## config.mk

```make
export PLATFORM = sky130hd
export DESIGN_NAME = fma16_norm_round
export DESIGN_NICKNAME = d
export VERILOG_FILES = /design/src/rtl/fma16_norm_round.sv
export SDC_FILE = /design/constraint.sdc
export NUM_CORES = 1
export LEC_CHECK = 0
export CAP_MARGIN = 5
export CORE_MARGIN = 8
export CORE_UTILIZATION = 39
export DETAILED_ROUTE_END_ITERATION = 10
export PLACE_DENSITY_LB_ADDON = 0.25
export SLEW_MARGIN = 20
export SYNTH_ARGS = -nofsm -noshare
export SYNTH_HDL_FRONTEND = slang
export SYNTH_SLANG_ARGS = --single-unit
export TNS_END_PERCENT = 30
```

## constraint.sdc

```tcl
create_clock -name clk -period 6.15 [get_ports clk]
set_input_delay 1.23 -clock clk [delete_from_list [all_inputs] [get_ports clk]]
set_output_delay 1.23 -clock clk [all_outputs]
set_load 0.01 [all_outputs]
```

## src/rtl/fma16_norm_round.sv

```systemverilog
// Normalise and round the FMA sum vector to an IEEE binary16 result through an IDLE/NORM/ROUND/DONE FSM.
// Define FMA16_NORM_FLAGS_EN to build the {overflow, underflow, inexact} flag outputs; without it flags read 0.
module fma16_norm_round #(
  parameter int VEC_SIZE = 73,
  parameter int END_BITS = 10
) (
  input  logic              clk,
  input  logic              reset_n,
  input  logic [VEC_SIZE:0] sm,
  input  logic [6:0]        se,
  input  logic              ss,
  input  logic [1:0]        rm,
  input  logic              in_valid,
  output logic              in_ready,
  output logic [15:0]       result,
  output logic [2:0]        flags,
  output logic              out_valid,
  input  logic              out_ready
);

  localparam logic [1:0] IDLE  = 2'd0;
  localparam logic [1:0] NORM  = 2'd1;
  localparam logic [1:0] ROUND = 2'd2;
  localparam logic [1:0] DONE  = 2'd3;

  localparam int GUARD_IDX = VEC_SIZE - 1 - END_BITS;
  localparam int RW        = END_BITS + 9;
  localparam logic [VEC_SIZE:0] LOW_MASK = {{(VEC_SIZE + 1 - GUARD_IDX){1'b0}}, {GUARD_IDX{1'b1}}};

  localparam logic [1:0] RM_RZ  = 2'b00;
  localparam logic [1:0] RM_RNE = 2'b01;
  localparam logic [1:0] RM_RDN = 2'b10;
  localparam logic [1:0] RM_RUP = 2'b11;

  logic [1:0]        state_q, state_d;
  logic [VEC_SIZE:0] sm_q, sm_d;
  logic signed [7:0] exp_q, exp_d;
  logic              sticky_q, sticky_d;
  logic              ss_q, ss_d;
  logic [1:0]        rm_q, rm_d;
  logic              ovf_in_q, ovf_in_d;
  logic [15:0]       result_q, result_d;

  logic [END_BITS-1:0] frac;
  logic                guard;
  logic                sticky_all;
  logic [7:0]          exp_field;
  logic                inc;
  logic [RW-1:0]       rounded;
  logic                ovf;
  logic                to_inf;
  logic [15:0]         round_result;

`ifdef FMA16_NORM_FLAGS_EN
  logic [2:0] flags_q, flags_d;
  logic       inexact;
  logic       underflow;
`endif

  always_comb begin
    frac       = sm_q[VEC_SIZE-1 -: END_BITS];
    guard      = sm_q[GUARD_IDX];
    sticky_all = sticky_q | (|(sm_q & LOW_MASK));
    // An unnormalised vector at rounding time is a subnormal: exponent field 0.
    exp_field  = sm_q[VEC_SIZE] ? exp_q : 8'd0;

    inc = 1'b0;
    case (rm_q)
      RM_RZ:   inc = 1'b0;
      RM_RNE:  inc = guard & (sticky_all | frac[0]);
      RM_RDN:  inc = ss_q & (guard | sticky_all);
      RM_RUP:  inc = ~ss_q & (guard | sticky_all);
      default: inc = 1'b0;
    endcase

    rounded = {1'b0, exp_field, frac} + {{(RW-1){1'b0}}, inc};
    ovf     = ovf_in_q | (rounded[RW-1:END_BITS] >= 9'd31);
    to_inf  = (rm_q == RM_RNE) | ((rm_q == RM_RDN) & ss_q) | ((rm_q == RM_RUP) & ~ss_q);

    if (ovf) begin
      round_result = to_inf ? {ss_q, 15'h7C00} : {ss_q, 15'h7BFF};
    end else begin
      round_result = {ss_q, rounded[14:0]};
    end
  end

`ifdef FMA16_NORM_FLAGS_EN
  always_comb begin
    inexact   = guard | sticky_all;
    underflow = inexact & (exp_field == 8'd0);
  end
`endif

  always_comb begin
    state_d  = state_q;
    sm_d     = sm_q;
    exp_d    = exp_q;
    sticky_d = sticky_q;
    ss_d     = ss_q;
    rm_d     = rm_q;
    ovf_in_d = ovf_in_q;
    result_d = result_q;
`ifdef FMA16_NORM_FLAGS_EN
    flags_d  = flags_q;
`endif
    case (state_q)
      IDLE: begin
        if (in_valid) begin
          sm_d     = sm;
          exp_d    = {se[6], se};
          sticky_d = 1'b0;
          ss_d     = ss;
          rm_d     = rm;
          ovf_in_d = ($signed(se) > 7'sd31) && (|sm);
          state_d  = NORM;
        end
      end
      NORM: begin
        if (sm_q == '0) begin
          state_d = ROUND;
        end else if (exp_q < 8'sd1) begin
          sm_d     = sm_q >> 1;
          sticky_d = sticky_q | sm_q[0];
          exp_d    = exp_q + 8'sd1;
        end else if (!sm_q[VEC_SIZE] && (exp_q > 8'sd1)) begin
          sm_d  = sm_q << 1;
          exp_d = exp_q - 8'sd1;
        end else begin
          state_d = ROUND;
        end
      end
      ROUND: begin
        result_d = round_result;
`ifdef FMA16_NORM_FLAGS_EN
        flags_d  = ovf ? 3'b101 : {1'b0, underflow, inexact};
`endif
        state_d  = DONE;
      end
      DONE: begin
        if (out_ready) state_d = IDLE;
      end
      default: state_d = IDLE;
    endcase
  end

  always_ff @(posedge clk or negedge reset_n) begin
    if (!reset_n) begin
      state_q  <= IDLE;
      sm_q     <= '0;
      exp_q    <= '0;
      sticky_q <= 1'b0;
      ss_q     <= 1'b0;
      rm_q     <= 2'b00;
      ovf_in_q <= 1'b0;
      result_q <= 16'h0000;
`ifdef FMA16_NORM_FLAGS_EN
      flags_q  <= 3'b000;
`endif
    end else begin
      state_q  <= state_d;
      sm_q     <= sm_d;
      exp_q    <= exp_d;
      sticky_q <= sticky_d;
      ss_q     <= ss_d;
      rm_q     <= rm_d;
      ovf_in_q <= ovf_in_d;
      result_q <= result_d;
`ifdef FMA16_NORM_FLAGS_EN
      flags_q  <= flags_d;
`endif
    end
  end

  assign in_ready  = (state_q == IDLE);
  assign out_valid = (state_q == DONE);
  assign result    = result_q;
`ifdef FMA16_NORM_FLAGS_EN
  assign flags     = flags_q;
`else
  assign flags     = 3'b000;
`endif

endmodule

```

==> results by group, run 1 <==
Run status
  – Outcome: complete, no violations

CTS
  – Post-cts sizing count: 0
  – Hold buffers post-CTS: 0
  – Reg clk slew, reported paths: 0.07 ns
  – Clk_lat worst skew: 0.35 ns
  – CTS Sinks: 105
  – Clock buffer depth: 2
  – # H-tree levels: 3
  – Total setup buffers inserted after CTS: 0
  – Root buf cell: clkbuf_16
  – CTS tree: built
  – CTS buffer count: 9

Power and ir drop
  – Power Dens Cells: 570.5 nW/um^2
  – Peak VDD IR: 330.9 uV
  – Pleak: 3.263 nW

Worst setup path
  – CP max-delay cell: nor4_2
  – Crit-path max FO: 8
  – Worst path max stage delay: 0.57 ns
  – CP startpoint kind: flop
  – CP Cell Sequence: nor4_1 -> nand4_1 -> nor4_2 -> nand2b_1 -> o21ai_0 -> o21ai_0 -> ha_1 -> ha_1 -> nand2_1 -> nor3_1 -> mux2_2 -> nand4b_1 -> a211oi_2 -> a311oi_1
  – CP required: 6.32 ns
  – Critical path endpoint category: flop
  – CP Class: reg2reg
  – Arrival time at the worst endpoint: 4.18 ns

Global routing
  – Gr ovfl total: 0
  – Met1 Use GR: 0.2452
  – Grt peak-use layer: met2
  – Initial antenna violation count: 0
  – First-pass GRT wire length: 32.90 mm
  – Met2 usage: 0.2932
  – Overall Global Routing Usage: 0.1836
  – Pin count of the biggest net entering global routing: 117
  – Met3 Use GR: 0.04399
  – Number of global-route vias before repair: 6130

Placed design
  – Post-DP Area: 7918 sq um
  – GP Congestion: 0.9109
  – IO buf count: 105
  – Half-perimeter wire length after placement: 14.49 mm

Floorplan
  – Row Count: 48
  – Core area: 17240 sq um
  – Initial Utilization: 0.3987
  – DIE WIDTH: 148.8 microns
  – Die Ht: 148.8 microns
  – Ports: 109
  – Die ar.: 22130 sq um

Timing
  – Fin Setup TNS: 0 ns
  – Rel. slew slack: 0.2622
  – Final slew viol count: 0
  – Min cycle time layout: 4.014 ns
  – Setup repair after global routing missed its margin: false
  – Slew @ Worst Pin: 1.107 ns
  – Final setup violation count: 0
  – Clock Skew: 0.005579 ns
  – Final hold violations: 0
  – Hold_ws: 0.5197 ns
  – Period utilization: 0.6527
  – Peak Freq: 249.1 MHz

Detailed routing
  – DR WL/cell: 20.22 microns
  – Via Count: 6254
  – DR vias/cell: 6.119
  – ANT nets after route: 0
  – Pre-antenna DRT Iters: 5
  – Routed wire length: 20.67 mm
  – DRT iter0 DRCs: 576
  – DRC Markers: 0

Worst hold path
  – Hold Path Class: reg2reg

Finish
  – Area grow syn2layout: 20.64%
  – Share of layout cells above drive strength 1: 0.05646
  – Cell area after layout: 8292 sq um
  – ANT cells: 0
  – Nets: 891
  – Core Util, Final: 0.4811

Yosys
  – Synth Instances: 743
  – Syn Area/Cell: 9.250 sq um
  – Cell variety after synth: 53
  – Post-synth EDFFs: 0
  – Asr flop ratio synth: 1.000
  – Cell Area, Synth: 6873 sq um
  – Yosys reg bits: 105
  – Ys flop type: dfrtp_1
  – Synth warn: 0
  – Sequential share of the synthesized area: 0.3823

Job
  – Max_cap viols: 0
## stage by stage
step / std cells / setup WS, ns / power [mW]
finish: 1022 / 2.136 / 4.730
floorplan: 745 / 2.748 / 3.405
detailed placement: 1005 / 2.098 / 4.035
global route: 1022 / 1.731 / 5.068
CTS: 1020 / 2.104 / 4.677
global placement: 1005 / 2.211 / 3.948
## cell families (layout without fill, tap and decap cells)
group                    after synthesis  count (layout)  share of synthesized area
other                                  1               3                  0.0005456
flip-flops                           105             105                     0.3823
AO/OA/AOI/OAI                        219             219                     0.2367
buffers and inverters                 87             139                    0.06153
adder cells (fa/ha/maj)               10              10                    0.01820
XOR/XNOR                              14              14                    0.01784
AND/OR/NAND/NOR                      228             228                     0.1668
multiplexers                          79              79                     0.1161
## worst paths after layout
| path | endpoint | startpoint | depth (start not counted) | slack [ns] |
|---|---|---|---|---|
| max | result[5] | sm_q[6] | 14 | 2.14 |
| min | result[10] | result[10] | 1 | 0.52 |
| max reg2reg | result[5] | sm_q[6] | 14 | 2.14 |
| min reg2reg | result[10] | result[10] | 1 | 0.52 |
| max in group asynchronous | sm_q[56] | reset_n | 2 | 4.03 |
| min in group asynchronous | exp_q[2] | reset_n | 1 | 0.91 |
## Yosys cell counts, drive strengths merged, types with 3 or more instances
cell    count  share of area
o21ai       9         0.0066
inv        11         0.0060
a311oi      9          0.015
xnor2      11          0.014
nand4      12          0.013
mux2i      73           0.11
a21oi      22          0.017
nor4       41          0.041
nor2b       5         0.0046
nor2      102          0.056
a31oi      79          0.072
mux2        6         0.0098
a21o        7         0.0076
and2        3         0.0027
nor3        8         0.0058
ha         10          0.018
a311o       3         0.0044
o22a       77          0.098
nand2      22          0.012
buf        39          0.035
dfrtp     105           0.38
clkbuf     37          0.020
xor2        3         0.0038
nand3      18          0.015
and3       10         0.0091
## flip-flops by register name, summed over array words and instances, names as in the netlist
signal	count
sm_q	74
sticky_q	1
exp_q	8
result	16
state_q	2
rm_q	2
ss_q	1
ovf_in_q	1
## report_power, final
part / total [mW] / switching [mW] / internal, mW
clock: 0.633 / 0.265 / 0.368
sequential: 1.50 / 0.461 / 1.04
combinational: 2.60 / 1.41 / 1.18
total: 4.73 / 2.14 / 2.59
## cell type report
class / instances / area, sq um
Sequential cell: 105 / 2628
Multi-Input combinational cell: 553 / 3874
Inverter: 11 / 41.29
Timing Repair Buffer: 113 / 1149
Clock buffer: 11 / 242.7
Tap cell: 225 / 281.5
Clock inverter: 4 / 76.32
Fill cell: 1595 / 8945
## routing by layer
layer | wire (microns) | up-vias | part of all wire
li1 | - | 2921 | -
met1 | 9241 | 3067 | 0.45
met2 | 9696 | 242 | 0.47
met3 | 1427 | 24 | 0.069
met4 | 300 | 0 | 0.015
met5 | 0 | - | 0
## critical path: cells and delay by family (launching register included)
family	cells	cell delay, ns
flops	1	0.41
fa+ha+maj	2	0.47
mux	1	0.28
compound gates	4	0.94
simple gates	7	1.74
## cells in the final DEF (no fill, tap or decap), drive strengths merged, types with 2 or more instances in the layout
master         netlist  routed
dfrtp              105     105
clkdlybuf4s50        0     104
nor2               102     102
a31oi               79      79
o22a                77      77
mux2i               73      73
nor4                41      41
nand2               22      22
a21oi               22      22
nand3               18      18
inv                 11      12
nand4               12      12
xnor2               11      11
clkbuf              37      11
and3                10      10
ha                  10      10
o21ai                9       9
a311oi               9       9
buf                 39       9
nor3                 8       8
a21o                 7       7
mux2                 6       6
nor2b                5       5
and2                 3       3
xor2                 3       3
a311o                3       3
conb                 1       3
nand2b               2       2
o22ai                2       2
o2bb2ai              2       2
bufinv               0       2
a211oi               2       2
Power figures use the tool's default switching activity.
==> run 2, diff against run 1 <==
==> constraint.sdc (replaced) <==
create_clock -name clk -period 3.7 [get_ports clk]
set_input_delay 0.74 -clock clk [delete_from_list [all_inputs] [get_ports clk]]
set_output_delay 0.74 -clock clk [all_outputs]
set_load 0.01 [all_outputs]
==> run 2 against run 1 <==
Net effect: critical endpoint is now result[4]; worst hold slack worse by 0.057 ns; clock power up 57%; register-to-register slack worse by 1.9 ns; critical path depth up 1; largest cell class unchanged; worst setup slack worse by 1.9 ns; first-iteration DRC count up 1.0%; final cell count up 0.78%; non-clock buffer count up 7; clock skew up 0.0032 ns.
==> results by group, run 2 (synthesis gave the netlist of run 1 again) <==
CTS
  – CTS buffer count: 9 (unchanged)
  – Root buf cell: clkbuf_16
  – Reg clk slew, reported paths: 0.07 ns (about the same)
  – Clock buffer depth: 2 (unchanged)
  – CTS Sinks: 105 (unchanged)
  – Hold buffers post-CTS: 0 (unchanged)
  – Clk_lat worst skew: 0.36 ns (about the same)
  – # H-tree levels: 3 (unchanged)
  – CTS tree: built

Global routing
  – Grt peak-use layer: met2
  – Initial antenna violation count: 0 (unchanged)
  – Met1 Use GR: 0.2464 (+0.001169)
  – First-pass GRT wire length: 32.97 mm (+0.21%)
  – Overall Global Routing Usage: 0.1833 (-0.0003587)
  – Number of global-route vias before repair: 6198 (+1.1%)
  – Gr ovfl total: 0 (unchanged)
  – Pin count of the biggest net entering global routing: 81 (-31%)
  – Met3 Use GR: 0.04126 (-0.002731)
  – Met2 usage: 0.2898 (-0.003409)

Worst setup path
  – CP max-delay cell: dfrtp_1
  – CP bufs+invs: 1 (+1)
  – Worst path depth: 15 (+1)
  – FF-to-FF path depth: 15 (+1)
  – FF-to-FF End: result[4]
  – Crit-path max FO: 8 (unchanged)
  – Reg2Reg Launch Point: sm_q[4]
  – CP required: 3.95 ns (-2.37 ns)
  – Delay-heaviest family, CP: simple AND/OR/NAND/NOR gates
  – Crit path from: sm_q[4]
  – Arrival time at the worst endpoint: 3.74 ns (-0.44 ns)
  – CP Class: reg2reg
  – CP Cell Sequence: nor4_4 -> nand4_1 -> nor4_4 -> nand2b_1 -> o21ai_1 -> o21ai_1 -> ha_2 -> ha_2 -> nand2_1 -> nor3_1 -> mux2_2 -> nand4b_1 -> and2_2 -> buf_12 -> a311oi_1
  – Critical path endpoint category: flop
  – CP startpoint kind: flop
  – Worst path max stage delay: 0.44 ns (-0.13 ns)
  – Reg2Reg Setup Slack: 0.20 ns (-1.93 ns)
  – Crit path to: result[4]

Timing
  – Final slew viol count: 0 (unchanged)
  – Final worst slack: 0.2035 ns (-1.933 ns)
  – Clock Skew: 0.008779 ns (+0.003200 ns)
  – Rel. slew slack: 0.4093 (+0.1470)
  – Final hold violations: 0 (unchanged)
  – Period utilization: 0.9450 (+0.2923)
  – Final setup violation count: 0 (unchanged)
  – Peak Freq: 286.0 MHz (+15%)
  – Hold_ws: 0.4627 ns (-0.05699 ns)
  – Min cycle time layout: 3.496 ns (-0.5173 ns)
  – Slew @ Worst Pin: 0.8861 ns (-0.2206 ns)

Placed design
  – GP Congestion: 0.8908 (-2.2%)
  – DP Worst Slack: -0.08005 ns (-2.178 ns)
  – Half-perimeter wire length after placement: 14.29 mm (-1.3%)
  – IO buf count: 105 (unchanged)

Finish
  – ANT cells: 0 (unchanged)
  – Most frequent cells in the layout: clkdlybuf4s50_1 (104), dfrtp_1 (103), nor2_1 (102), a31oi_1 (78), o22a_1 (77)
  – FILL cells: 1588 (-0.44%)
  – Share of layout cells above drive strength 1: 0.08447 (+0.02801)
  – Nets: 898 (+0.79%)
  – Max reg flops: 74 (unchanged)
  – Area grow syn2layout: 22.88%
  – Most common cell after layout, fill and taps aside: clkdlybuf4s50_1
  – Largest Register: sm_q

Detailed routing
  – DR WL/cell: 19.81 microns (-2.1%)
  – DRT iter0 DRCs: 582 (+1.0%)
  – Via Count: 6313 (+0.94%)
  – Pre-antenna DRT Iters: 5 (unchanged)
  – DR vias/cell: 6.129 (+0.16%)
  – Routed wire length: 20.40 mm (-1.3%)
  – DRC Markers: 0 (unchanged)
  – ANT nets after route: 0 (unchanged)

Power and ir drop
  – Pleak: 3.322 nW (+1.8%)
  – Peak VDD IR: 592.1 uV (+79%)
  – Tot Pwr: 7.894 mW (+67%)
  – Power Dens Cells: 934.7 nW/um^2 (+64%)

Run status
  – Outcome: complete, no violations

Floorplan
  – Ports: 109 (unchanged)
  – Core area: 17240 sq um (unchanged)
  – Die ar.: 22130 sq um (unchanged)
  – Row Count: 48 (unchanged)
  – Die Ht: 148.8 microns (unchanged)
  – Initial Utilization: 0.3987 (unchanged)
  – DIE WIDTH: 148.8 microns (unchanged)

Job
  – Max_cap viols: 0 (unchanged)

Worst hold path
  – Hold Path Class: in2async
run 2: final cells by class:
class	instances	area (sq um)	share of cell area
sequential	105	2630	0.3114
tap	225	281.5	0.03333
multi-input combinational	553	3986	0.4720
timing repair buffer	120	1199	0.1419
clock buffer	12	256.5	0.03037
clock inverter	4	51.30	0.006074
inverter	11	41.29	0.004889
run 2: worst register-to-register path, delay by kind of cell (launching register included):
family          cells  cell delay (ns)
flops               1             0.44
fa+ha+maj           2             0.39
compound gates      3             0.48
mux                 1             0.28
simple gates        8             1.66
buf+inv             1             0.14
run 2: worst min-delay path by stage:
stage | from | endpoint | slack (ns) | cells after the start
6_report | reset_n | exp_q[5] | 0.46 | 1
3_5_place_dp | result[10] | result[10] | 0.50 | 1
2_1_floorplan | reset_n | exp_q[0] | 0.44 | 0
4_1_cts | reset_n | state_q[0] | 0.49 | 1
3_3_place_gp | result[10] | result[10] | 0.48 | 1
5_1_grt | reset_n | exp_q[5] | 0.51 | 1
run 2: repair_timing:
item | 4_1_cts | 5_1_grt
setup endpoints to repair | 10 | 10
gates cloned | 0 | 0
resized for setup | 6 | 16
setup buffers | 0 | 2
pin swaps | 2 | 5
run 2: power by group:
group	internal (mW)	switching, mW
clock network	0.562	0.434
logic	2.00	2.35
registers	1.73	0.818
run 2: routing by layer:
metal  share of wire  vias to the layer above
met5               0                        -
met4           0.020                        0
met3           0.062                       33
met2            0.48                      229
met1            0.44                     3106
li1                -                     2945
run 2: metrics by stage:
| stage | instance area [sq um] | util | cells | setup TNS (ns) |
|---|---|---|---|---|
| final | 8446 | 0.4900 | 1030 | 0 |
| after floorplan | 6880 | - | 745 | 0 |
| after global placement | 8008 | 0.4646 | 1012 | 0 |
| after CTS | 8356 | 0.4848 | 1028 | 0 |
| after global routing | 8446 | 0.4900 | 1030 | -0.02132 |
| after detailed placement | 8008 | 0.4646 | 1012 | -0.3251 |
==> run 3, diff against run 2 <==
--- a/config.mk
+++ b/config.mk
@@ -7,7 +7,7 @@
 export LEC_CHECK = 0
 export CAP_MARGIN = 5
 export CORE_MARGIN = 8
-export CORE_UTILIZATION = 39
+export CORE_UTILIZATION = 25
 export DETAILED_ROUTE_END_ITERATION = 10
 export PLACE_DENSITY_LB_ADDON = 0.25
 export SLEW_MARGIN = 20
==> run 3 against run 2 <==
Net effect: combinational power up 6.2%; global-route usage is 4.9 points lower; critical path depth increased by 2; first-iteration DRC count down 32%; non-clock buffer count grew 14; clock skew rose by 0.0018 ns; routed wire length up 11%; sequential share of layout area fell by 1.1 points; core utilization fell by 17 points; critical endpoint is now result[3]; largest cell class unchanged; highest routed layer unchanged.
==> results by group, run 3 (synthesis gave the netlist of run 1 again) <==
Power and ir drop
  – Tot Pwr: 8.163 mW (+3.4%)
  – Peak VDD IR: 478.0 uV (-19%)
  – Pleak: 3.390 nW (+2.0%)
  – Power Dens Cells: 932.4 nW/um^2 (-0.25%)

Placed design
  – Placed Cells: 1138 (+12%)
  – Half-perimeter wire length after placement: 15.90 mm (+11%)
  – DP Worst Slack: -0.1039 ns (-0.02386 ns)
  – GP Congestion: 0.7710 (-13%)
  – IO buf count: 105 (unchanged)

CTS
  – Root buf cell: clkbuf_16
  – # H-tree levels: 3 (unchanged)
  – Reg clk slew, reported paths: 0.08 ns (about the same)
  – CTS Sinks: 105 (unchanged)
  – CTS tree: built
  – CTS buffer count: 9 (unchanged)
  – Clock buffer depth: 2 (unchanged)
  – Clk_lat worst skew: 0.36 ns (about the same)

Worst setup path
  – CP Class: reg2reg
  – Critical path endpoint category: flop
  – Delay-heaviest family, CP: simple AND/OR/NAND/NOR gates
  – CP bufs+invs: 3 (+2)
  – CP Cell Sequence: nor4_4 -> nand4_1 -> nor4_2 -> buf_4 -> nand2b_1 -> o21ai_0 -> o21ai_1 -> ha_1 -> ha_2 -> nand2_1 -> nor3_1 -> mux2_2 -> nand4b_1 -> buf_4 -> a211oi_4 -> buf_6 -> a311oi_1
  – CP startpoint kind: flop
  – Crit-path max FO: 6 (-2)
  – CP required: 3.92 ns (-0.03 ns)
  – Arrival time at the worst endpoint: 3.82 ns (+0.08 ns)
  – Most used cell, CP: buf_4
  – Worst path max stage delay: 0.46 ns (+0.02 ns)
  – CP max-delay cell: dfrtp_2

Finish
  – FILL cells: 2818 (+77%)
  – Nets: 912 (+1.6%)
  – Core Util, Final: 0.3248 (-0.1651)
  – Most common cell after layout, fill and taps aside: clkdlybuf4s50_1
  – Multi-input gate area: 3998 sq um (+0.28%)
  – Max reg flops: 74 (unchanged)
  – Largest Register: sm_q
  – Storage element area: 2630 sq um (unchanged)
  – Area grow syn2layout: 27.38%
  – Non-Filler Instances: 1160 (+13%)
  – ANT cells: 0 (unchanged)
  – Share of layout cells above drive strength 1: 0.1050 (+0.02053)
  – Most frequent cells in the layout: clkdlybuf4s50_1 (104), dfrtp_1 (103), nor2_1 (102), a31oi_1 (78), o22a_1 (77)

Timing
  – Peak Freq: 277.4 MHz (-3.0%)
  – Final slew viol count: 0 (unchanged)
  – Slew @ Worst Pin: 0.7357 ns (-0.1504 ns)
  – Period utilization: 0.9743 (+0.02928)
  – Clock Skew: 0.01059 ns (+0.001815 ns)
  – Final hold violations: 0 (unchanged)
  – Rel. slew slack: 0.5096 (+0.1003)
  – Final setup violation count: 0 (unchanged)
  – Final worst slack: 0.09518 ns (-0.1083 ns)
  – Min cycle time layout: 3.605 ns (+0.1083 ns)

Global routing
  – Pin count of the biggest net entering global routing: 163 (+100%)
  – Overall Global Routing Usage: 0.1347 (-0.04856)
  – First-pass GRT wire length: 35.99 mm (+9.2%)
  – Number of global-route vias before repair: 6348 (+2.4%)
  – Gr ovfl total: 0 (unchanged)
  – Initial antenna violation count: 0 (unchanged)

Floorplan
  – Initial Utilization: 0.2550 (-0.1437)
  – Ports: 109 (unchanged)
  – DIE WIDTH: 181.8 microns (+22%)
  – Die ar.: 33050 sq um (+49%)
  – Core area: 26950 sq um (+56%)
  – Die Ht: 181.8 microns (+22%)
  – Row Count: 60 (+25%)

Detailed routing
  – ANT nets after route: 0 (unchanged)
  – Pre-antenna DRT Iters: 5 (unchanged)
  – Routed wire length: 22.73 mm (+11%)
  – DR WL/cell: 19.60 microns (-1.1%)
  – DR vias/cell: 5.362 (-13%)
  – DRT iter0 DRCs: 394 (-32%)
  – Via Count: 6220 (-1.5%)
  – DRC Markers: 0 (unchanged)

Job
  – Max_cap viols: 0 (unchanged)

Worst hold path
  – Hold Path Class: in2async

Run status
  – Outcome: complete, no violations
run 3: per-stage QoR:
stage               area, sq um  setup TNS [ns]  hold slack, ns
finish                     8755               0          0.3913
global route               8755         -0.1676          0.4428
CTS                        8628               0          0.4298
detailed placement         8278         -0.6235          0.4980
global placement           8278               0          0.4919
floorplan                  6880               0          0.4444
run 3: final timing paths:
check	start	end	slack (ns)	depth (start not counted)
worst min-delay path	reset_n	exp_q[3]	0.39	1
worst max-delay path	sm_q[36]	result[3]	0.1	17
min in group clk	result[15]	result[15]	0.52	1
worst max register to register	sm_q[36]	result[3]	0.1	17
worst min register to register	result[15]	result[15]	0.52	1
max in group asynchronous	reset_n	sm_q[62]	2.56	2
run 3: timing repair:
item / CTS / global route
buffers inserted: 1 / 5
hold buffers: 0 / 0
pin swaps: 2 / 6
setup endpoints to repair: 10 / 10
gates resized for setup: 7 / 17
run 3: power breakdown:
part	internal [mW]	switching, mW	total (mW)	leakage, nW
sequential	1.73	0.806	2.53	1.16
clock	0.536	0.475	1.01	0.149
combinational	2.14	2.47	4.62	2.08
run 3: final cells by class:
| cell class | instances | area share |
|---|---|---|
| timing repair buffer | 134 | 0.1551 |
| clock inverter | 6 | 0.008289 |
| multi-input combinational | 553 | 0.4566 |
| clock buffer | 10 | 0.02615 |
| sequential | 105 | 0.3004 |
| inverter | 11 | 0.004716 |
| tap | 341 | 0.04874 |
run 3: routing by layer:
metal / global-route usage / vias to the layer above / wire (microns)
met1: 0.1803 / 3084 / 10710
met4: 0.03837 / 0 / 423
met2: 0.2192 / 149 / 10730
met3: 0.02315 / 19 / 871
met5: 0 / - / 0
li1: - / 2968 / -
run 3: worst register-to-register path, cell delays in order, from the launching register on:
cell	delay, ns
dfrtp_2	0.46
nor4_4	0.33
nand4_1	0.18
nor4_2	0.33
buf_4	0.19
nand2b_1	0.07
o21ai_0	0.13
o21ai_1	0.09
ha_1	0.21
ha_2	0.20
nand2_1	0.08
nor3_1	0.07
mux2_2	0.27
nand4b_1	0.22
buf_4	0.19
a211oi_4	0.25
buf_6	0.16
a311oi_1	0.05
